[src/rtl/locker_pkg.sv]
// Shared types and widths for the locker code-entry controller.
// The helper gives the packed width of a DIGITS-long nibble password.
package locker_pkg;

  localparam int unsigned KEY_W      = 4;
  localparam int unsigned CNT_W      = 3;
  localparam int unsigned TRY_W      = 3;
  localparam int unsigned MAX_DIGITS = 7;
  localparam int unsigned PW_MAX     = MAX_DIGITS * KEY_W;

  typedef enum logic [2:0] {
    StInit,
    StIdle,
    StEntry,
    StCheck,
    StOpen,
    StLockout
  } state_e;

  function automatic int unsigned pw_width(input int unsigned digits);
    return digits * KEY_W;
  endfunction

endpackage

[src/rtl/locker_timer.sv]
// Loadable down-counter: start loads the period, done is high in the last
// cycle of the period, so the period spans exactly LOCKOUT_CYCLES cycles after start.
module locker_timer #(
  parameter int unsigned LOCKOUT_CYCLES = 1000
) (
  input  logic clk,
  input  logic rst_n,
  input  logic start,
  output logic done
);

  localparam int unsigned CW = $clog2(LOCKOUT_CYCLES);

  logic [CW-1:0] cnt_q;
  logic          busy_q;

  always_ff @(posedge clk or negedge rst_n) begin
    if (!rst_n) begin
      cnt_q  <= '0;
      busy_q <= 1'b0;
    end else if (start) begin
      cnt_q  <= CW'(LOCKOUT_CYCLES - 1);
      busy_q <= 1'b1;
    end else if (busy_q) begin
      if (cnt_q == '0) begin
        busy_q <= 1'b0;
      end else begin
        cnt_q <= cnt_q - CW'(1);
      end
    end
  end

  assign done = busy_q && (cnt_q == '0);

endmodule

[src/rtl/locker_fsm.sv]
// Keypad code-entry controller driving the D_EN lock latch with a one-cycle
// enable pulse; counts failed attempts and enforces a timed lockout.
module locker_fsm
  import locker_pkg::*;
#(
  parameter int unsigned       DIGITS         = 4,
  parameter logic [PW_MAX-1:0] PASSWORD       = 28'h0002418,
  parameter int unsigned       MAX_TRIES      = 3,
  parameter int unsigned       LOCKOUT_CYCLES = 1000
) (
  input  logic             clk,
  input  logic             rst_n,
  input  logic             key_valid,
  input  logic [KEY_W-1:0] key_code,
  input  logic             key_enter,
  input  logic             key_clear,
  input  logic             lock_req,
  output logic             latch_c,
  output logic             latch_d,
  output logic             unlocked,
  output logic             alarm,
  output logic [CNT_W-1:0] digit_cnt,
  output logic [TRY_W-1:0] tries_left
);

  localparam int unsigned      PW       = pw_width(DIGITS);
  localparam logic [CNT_W-1:0] DIGITS_C = CNT_W'(DIGITS);
  localparam logic [TRY_W-1:0] TRIES_C  = TRY_W'(MAX_TRIES);

  state_e           state_q;
  logic [PW-1:0]    entry_q;
  logic [CNT_W-1:0] cnt_q;
  logic [TRY_W-1:0] tries_q;
  logic             ovf_q;
  logic             pend_q;
  logic             latch_c_q;
  logic             latch_d_q;
  logic             unlocked_q;
  logic             alarm_q;

  logic match;
  logic last_try;
  logic timer_start;
  logic timer_done;

  assign match       = (cnt_q == DIGITS_C) && !ovf_q && (entry_q == PASSWORD[PW-1:0]);
  assign last_try    = (tries_q <= TRY_W'(1));
  assign timer_start = (state_q == StCheck) && !match && last_try;

  locker_timer #(
    .LOCKOUT_CYCLES(LOCKOUT_CYCLES)
  ) u_timer (
    .clk  (clk),
    .rst_n(rst_n),
    .start(timer_start),
    .done (timer_done)
  );

  // pend_q marks a latch_c pulse owed one cycle after latch_d changed, so the
  // latch always sees a settled D before its enable.
  always_ff @(posedge clk or negedge rst_n) begin
    if (!rst_n) begin
      state_q    <= StInit;
      entry_q    <= '0;
      cnt_q      <= '0;
      tries_q    <= TRIES_C;
      ovf_q      <= 1'b0;
      pend_q     <= 1'b0;
      latch_c_q  <= 1'b0;
      latch_d_q  <= 1'b0;
      unlocked_q <= 1'b0;
      alarm_q    <= 1'b0;
    end else begin
      latch_c_q <= 1'b0;
      case (state_q)
        StInit: begin
          latch_d_q <= 1'b0;
          latch_c_q <= 1'b1;
          state_q   <= StIdle;
        end
        StIdle, StEntry: begin
          if (key_clear) begin
            entry_q <= '0;
            cnt_q   <= '0;
            ovf_q   <= 1'b0;
            state_q <= StIdle;
          end else if (key_enter) begin
            if (cnt_q != '0) begin
              state_q <= StCheck;
            end
          end else if (key_valid) begin
            entry_q <= PW'({entry_q, key_code});
            if (cnt_q == DIGITS_C) begin
              ovf_q <= 1'b1;
            end else begin
              cnt_q <= cnt_q + CNT_W'(1);
            end
            state_q <= StEntry;
          end
        end
        StCheck: begin
          entry_q <= '0;
          cnt_q   <= '0;
          ovf_q   <= 1'b0;
          if (match) begin
            state_q    <= StOpen;
            tries_q    <= TRIES_C;
            latch_d_q  <= 1'b1;
            unlocked_q <= 1'b1;
            pend_q     <= 1'b1;
          end else begin
            tries_q <= tries_q - TRY_W'(1);
            if (last_try) begin
              state_q <= StLockout;
              alarm_q <= 1'b1;
            end else begin
              state_q <= StIdle;
            end
          end
        end
        StOpen: begin
          // The same pend_q serves the open pulse and the relock pulse;
          // unlocked_q tells which one is being issued.
          if (pend_q) begin
            latch_c_q <= 1'b1;
            pend_q    <= 1'b0;
            if (!unlocked_q) begin
              state_q <= StIdle;
            end
          end else if (lock_req) begin
            latch_d_q  <= 1'b0;
            unlocked_q <= 1'b0;
            pend_q     <= 1'b1;
          end
        end
        StLockout: begin
          if (timer_done) begin
            state_q <= StIdle;
            alarm_q <= 1'b0;
            tries_q <= TRIES_C;
          end
        end
        default: state_q <= StInit;
      endcase
    end
  end

  assign latch_c    = latch_c_q;
  assign latch_d    = latch_d_q;
  assign unlocked   = unlocked_q;
  assign alarm      = alarm_q;
  assign digit_cnt  = cnt_q;
  assign tries_left = tries_q;

endmodule

[config.mk]
export PLATFORM = sky130hd
export DESIGN_NAME = locker_fsm
export DESIGN_NICKNAME = d
export VERILOG_FILES = /design/src/rtl/locker_pkg.sv /design/src/rtl/locker_timer.sv /design/src/rtl/locker_fsm.sv
export SDC_FILE = /design/constraint.sdc
export NUM_CORES = 1
export LEC_CHECK = 0
export ABC_AREA = 1
export CAP_MARGIN = 20
export CORE_MARGIN = 4
export CORE_UTILIZATION = 50
export DETAILED_ROUTE_END_ITERATION = 8
export GPL_ROUTABILITY_DRIVEN = 0
export PLACE_DENSITY = 0.81
export SYNTH_ARGS = -nofsm -noshare
export SYNTH_HDL_FRONTEND = slang
export SYNTH_SLANG_ARGS = --single-unit
[constraint.sdc]
create_clock -name clk -period 1.8 [get_ports clk]
set_input_delay 0.36 -clock clk [delete_from_list [all_inputs] [get_ports clk]]
set_output_delay 0.36 -clock clk [all_outputs]
set_load 0.02 [all_outputs]
## Yosys cells after proc, flatten, opt, wreduce, memory -nomap -nowiden

Cells that the tools add are included.

| word-level totals | value |
|---|---|
| input port bits | 10 |
| bits in registers | 42 |

| cells by class | value |
|---|---|
| magnitude comparators | 1 |
| muxes and demuxes | 47 |
| equality and inequality tests | 22 |
| add/sub/neg operators | 3 |
| reductions and logical operators | 26 |

Operators with widths:

| operator | count |
|---|---|
| $mux 16 | 3 |
| $mux 3 | 15 |
| $pmux 16 s2 | 1 |
| $mux 10 | 3 |
| $reduce_and 4->1 | 5 |
| $ne 2x2->1 const B | 9 |
| $eq 16x14->1 const B | 1 |
| $mux 1 | 16 |
| $pmux 3 s5 | 1 |
| $ne 3x3->1 const B | 4 |
| $pmux 3 s2 | 2 |
| $logic_not 10->1 | 1 |
| $pmux 1 s2 | 5 |
| $sub 10x1->10 const B | 1 |
| $eq 3x3->1 const B | 3 |
| $ne 4x4->1 const B | 2 |
| $reduce_bool 2->1 | 4 |
| $eq 3x2->1 const B | 2 |
| $reduce_and 2->1 | 3 |
| $reduce_bool 3->1 | 2 |
| $logic_and 1x1->1 | 5 |
| $reduce_and 5->1 | 1 |
| $add 3x1->3 const B | 1 |
| $eq 3x1->1 const B | 1 |
| 7 further kinds | 8 |

## Longest topological paths before layout

| depth | value |
|---|---|
| depth in word-level cells | 8 |
| gate-level depth with buffers | 11 |
| depth with buffers taken out | 11 |

## Hierarchy

From an unflattened synthesis, not the netlist that was laid out.

| second synthesis, totals | value |
|---|---|
| cell total of the unflattened synthesis | 313 |
| area total of the unflattened synthesis | 2,324.7 sq um |

Modules (own cells, without submodules):

| module | seq. area each (sq um) | cells an instance | area each (sq um) | instances |
|---|---|---|---|---|
| locker_fsm | 778.2 | 209 | 1,615.3 | 1 |
| locker_timer | 275.3 | 104 | 709.4 | 1 |

## Least setup slack after synthesis

No wires, ideal clock.

| path | value |
|---|---|
| path kind | reg-to-reg |
| start point | register cnt_q[0], in the netlist digit_cnt[0] |
| end point | register u_timer.cnt_q[1] |
| required time | 1.670 ns |
| data arrival time | 1.457 ns |
| stages on the path, launching flop included | 11 |
| library setup time | 0.130 ns |
| path buffers | 1 |
| clock period less this slack | 1.588 ns |
| slack | 0.212 ns |
| cell sequence | dfrtp_1 inv_1 ha_1 nand2_2 inv_1 nand2_1 nor2_1 nand3_1 nand3_2 buf_6 o211ai_1 |

| on the way | value |
|---|---|
| word-level cells in the longest chain between the ends | 8 |
| elaborated cells between the ends (all ways) | 10 |
| classes of those cells | eq/ne (2); mux (1); reduce/logical (7) |

RTL lines:

| what | line | text |
|---|---|---|
| start: declaration | locker_fsm.sv:32 | `logic [CNT_W-1:0] cnt_q;` |
| start signal: assignment | locker_fsm.sv:96 | `cnt_q <= cnt_q + CNT_W'(1);` |
| $eq 3x3->1 (*) | locker_fsm.sv:46 | `assign match = (cnt_q == DIGITS_C) && !ovf_q && (entry_q == PASSWORD[PW-1:0]);` |
| $logic_and 1x1->1 (*) (2 in a row) | locker_fsm.sv:46 |  |
| $logic_not 1->1 (*) | locker_fsm.sv:48 | `assign timer_start = (state_q == StCheck) && !match && last_try;` |
| $logic_and 1x1->1 (*) (2 in a row) | locker_fsm.sv:48 |  |
| $ne 2x2->1 (no line) / $reduce_bool 2->1 (equally long branches) | - |  |
| $reduce_and 2->1 (no line) | - |  |
| end signal: assignment | locker_timer.sv:22 | `cnt_q <= CW'(LOCKOUT_CYCLES - 1);` |
| end signal: assignment | locker_timer.sv:28 | `cnt_q <= cnt_q - CW'(1);` |
| end: declaration | locker_timer.sv:14 | `logic [CW-1:0] cnt_q;` |

Mark *: on every way between the ends. The rest lies on a longest branch, timed or not.
A chain may end at the register's enable or synchronous reset.

## Worst setup path after layout

| path | value |
|---|---|
| start point | register tries_q[2], in the netlist tries_left[2] |
| end point | output port tries_left[2] |

RTL lines:

| what | line | text |
|---|---|---|
| start: declaration | locker_fsm.sv:33 | `logic [TRY_W-1:0] tries_q;` |
| start signal: assignment | locker_fsm.sv:112 | `tries_q <= tries_q - TRY_W'(1);` |
| end: declaration | locker_fsm.sv:23 | `output logic [TRY_W-1:0] tries_left` |

No word-level cell between the ends.

==> impl_metrics.toml <==
[clock_tree]
htreeDepth = 2
cts_root_buffer = "clkbuf_8"
clock_path_buffers = 2
clock_latency_ns = 0.29
clock-sinks = 42
cts.reportedPaths.clkPinSlew_ns = 0.08
cts_tree = "done"
numCtsBuffers = 5

[worst_setup_path]
required_ns = 1.44
r2r_end = "u_timer.cnt_q[6]"
reg2reg_from = "digit_cnt[1]"
start_kind = "flop"
critPathTopFamily = "buffers and inverters"
r2r_setup_slack_ns = 0.11
crit_chain = "clkdlybuf4s50_1"
slowest_delay_ns = 0.64
path_class = "reg -> out"
critPathCaptureType = "output port"
cp_max_fo = 5
cp_slowest_cell = "clkdlybuf4s50_1"
crit_arrival_ns = 1.37
crit_buf_inv = 1
r2r_cells = 12

[floorplanning]
rows = 24
die_w_um = 77.23
core_mm2 = 0.004504
io_pins = 20
die_h_um = 77.23
initial_utilization = 0.5319
die_area_mm2 = 0.005964

[layout]
drive_gt1_frac = 0.1476
num-nets-final = 346
fillers = 380
layout_commonest_cell = "nand2_1"
antenna_cells = 0
final_cell_mix = "76 x nand2_1, 40 x dfrtp_1, 34 x inv_1, 32 x nand3_1, 31 x nor2_1"
synthToLayoutAreaGrowth_pct = 17.49

[sta]
skew_ns = 0.004849
finalSetupViolations = 0
fin_crit_sh = 0.9600
slew_headroom = 0.8099
period_minus_slack_ns = 1.728
worst_pin_slew_ns = 0.2829
holdWs_ns = 0.04866
final-max-slew-violation-count = 0
tns_ns = 0
max_freq_mhz = 578.7
finalHoldViolations = 0

[logic_synthesis]
ys_seq_area_frac = 0.4397
synth_top_flop_cell = "dfrtp_1"
synth_enable_flop_cells = 0
netlist-cell-type-count = 33
avgSynthCellArea_um2 = 7.960
netlist_area_mm2 = 0.002396
synth_seq_cells = 42
ys_async_sr_fraction = 1.000
synth_nets = 316
yosys_warnings = 0
syn_inst = 301

[routing]
wirelength_mm = 4.958
num_vias = 2031
viasPerCell = 5.289
drtIter0Drc = 142
drt_first_pass_iters = 4
drc_errors = 0
wl_per_cell_um = 12.91
drtAntennaViolNets = 0

[global_route]
antenna_found_initial = 0
grt_use_total = 0.1758
gr-total-overflow = 0
grt_pass1_vias = 2057
grt_pass1_wl_mm = 8.556
grt_max_degree = 43

[placement]
dp_hpwl_mm = 3.566
port_buffers = 19

[power]
powerDensity_mw_per_mm2 = 1674
p_leak_nw = 1.408
vdd_ir_drop_max_v = 0.001130

[worst_hold_path]
hold_class = "in -> async"

[flow_run]
drv_cap = 0

[run_status]
status = "finished, final reports clean"
[what timing repair did]
item / in CTS / in global routing
resized for setup: 1 / 6
pin swaps: 0 / 1
hold buffers: 0 / 0
endpoints found under the setup margin: 1 / 13
buffers inserted: 0 / 1
[metrics by stage]
| step | total power [mW] | setup WS [ns] | utilization | instance area (µm²) | std cells |
|---|---|---|---|---|---|
| 4_1_cts | 4.713 | 0.002366 | 0.6189 | 2788 | 383 |
| 5_1_grt | 5.104 | -0.02560 | 0.6250 | 2815 | 384 |
| 3_3_place_gp | 3.876 | 0.05087 | 0.5956 | 2683 | 375 |
| 2_1_floorplan | 3.402 | 0.2123 | - | 2396 | 301 |
| 3_5_place_dp | 3.961 | 0.001922 | 0.5956 | 2683 | 375 |
| 6_report | 4.714 | 0.07203 | 0.6250 | 2815 | 384 |
[Yosys cell counts, types with 2 or more instances]
cell type / instances / area share
nand3_2: 5 / 0.021
xor2_1: 3 / 0.011
o21ai_2: 8 / 0.029
ha_1: 5 / 0.026
nand2_4: 2 / 0.0094
a21oi_1: 5 / 0.010
nor2_2: 2 / 0.0052
o21ai_0: 21 / 0.044
nand2_1: 76 / 0.12
nand3b_1: 2 / 0.0063
dfrtp_1: 40 / 0.42
dfstp_2: 2 / 0.022
nand3_1: 33 / 0.069
inv_1: 34 / 0.053
nor2_1: 32 / 0.050
inv_2: 3 / 0.0047
nand4_1: 6 / 0.016
nor3_1: 3 / 0.0063
nor2_4: 2 / 0.0094
buf_6: 2 / 0.0094
nand2_2: 3 / 0.0078
[area by class of cell]
class	instances	area, µm²	area share
clock buffer	7	76.32	0.02711
clock inverter	1	30.03	0.01067
inverter	39	151.4	0.05378
multi-input combinational	215	1147	0.4076
sequential	42	1054	0.3742
tap	52	65.06	0.02311
timing repair buffer	28	291.5	0.1036
[how the worst max path moves through the flow]
stage / start / to / slack (ns) / cells past startpoint
final: tries_left[2] / tries_left[2] / 0.07 / 1
after global routing: digit_cnt[1] / unlocked / -0.03 / 11
after CTS: tries_left[1] / tries_left[1] / 0.002 / 1
after detailed placement: key_clear / entry_q[1] / 0.002 / 8
after global placement: key_clear / entry_q[1] / 0.05 / 8
after floorplan: digit_cnt[0] / u_timer.cnt_q[1] / 0.21 / 10
[sequential cells by signal (all words and copies together) (netlist names)]
signal,cells
state_q,3
alarm,1
tries_left,3
digit_cnt,3
latch_c,1
u_timer.cnt_q,10
unlocked,1
pend_q,1
entry_q,16
u_timer.busy_q,1
ovf_q,1
latch_d,1
[cells by family after synthesis]
kind of cell,count (synthesis),synth area share
AOI/OAI and AO/OA,37,0.09661
buffers and inverters,44,0.08877
DFF,42,0.4397
xor gates and xnor gates,4,0.01462
adders and majority gates,5,0.02611
and+or+nand+nor,169,0.3342
[report_power, final]
group / leakage, nW / switching, mW / internal (mW)
combinational: 0.826 / 1.45 / 0.881
sequential: 0.530 / 0.318 / 1.33
clock: 0.0524 / 0.319 / 0.415
[routing by layer]
metal / vias up / part of all wire / global-route usage
met1: 950 / 0.44 / 0.2064
li1: 1028 / - / -
met3: 12 / 0.033 / 0.03981
met5: - / 0 / 0
met4: 0 / 0.019 / 0.08897
met2: 41 / 0.50 / 0.2997
Power figures use the tool's default switching activity.
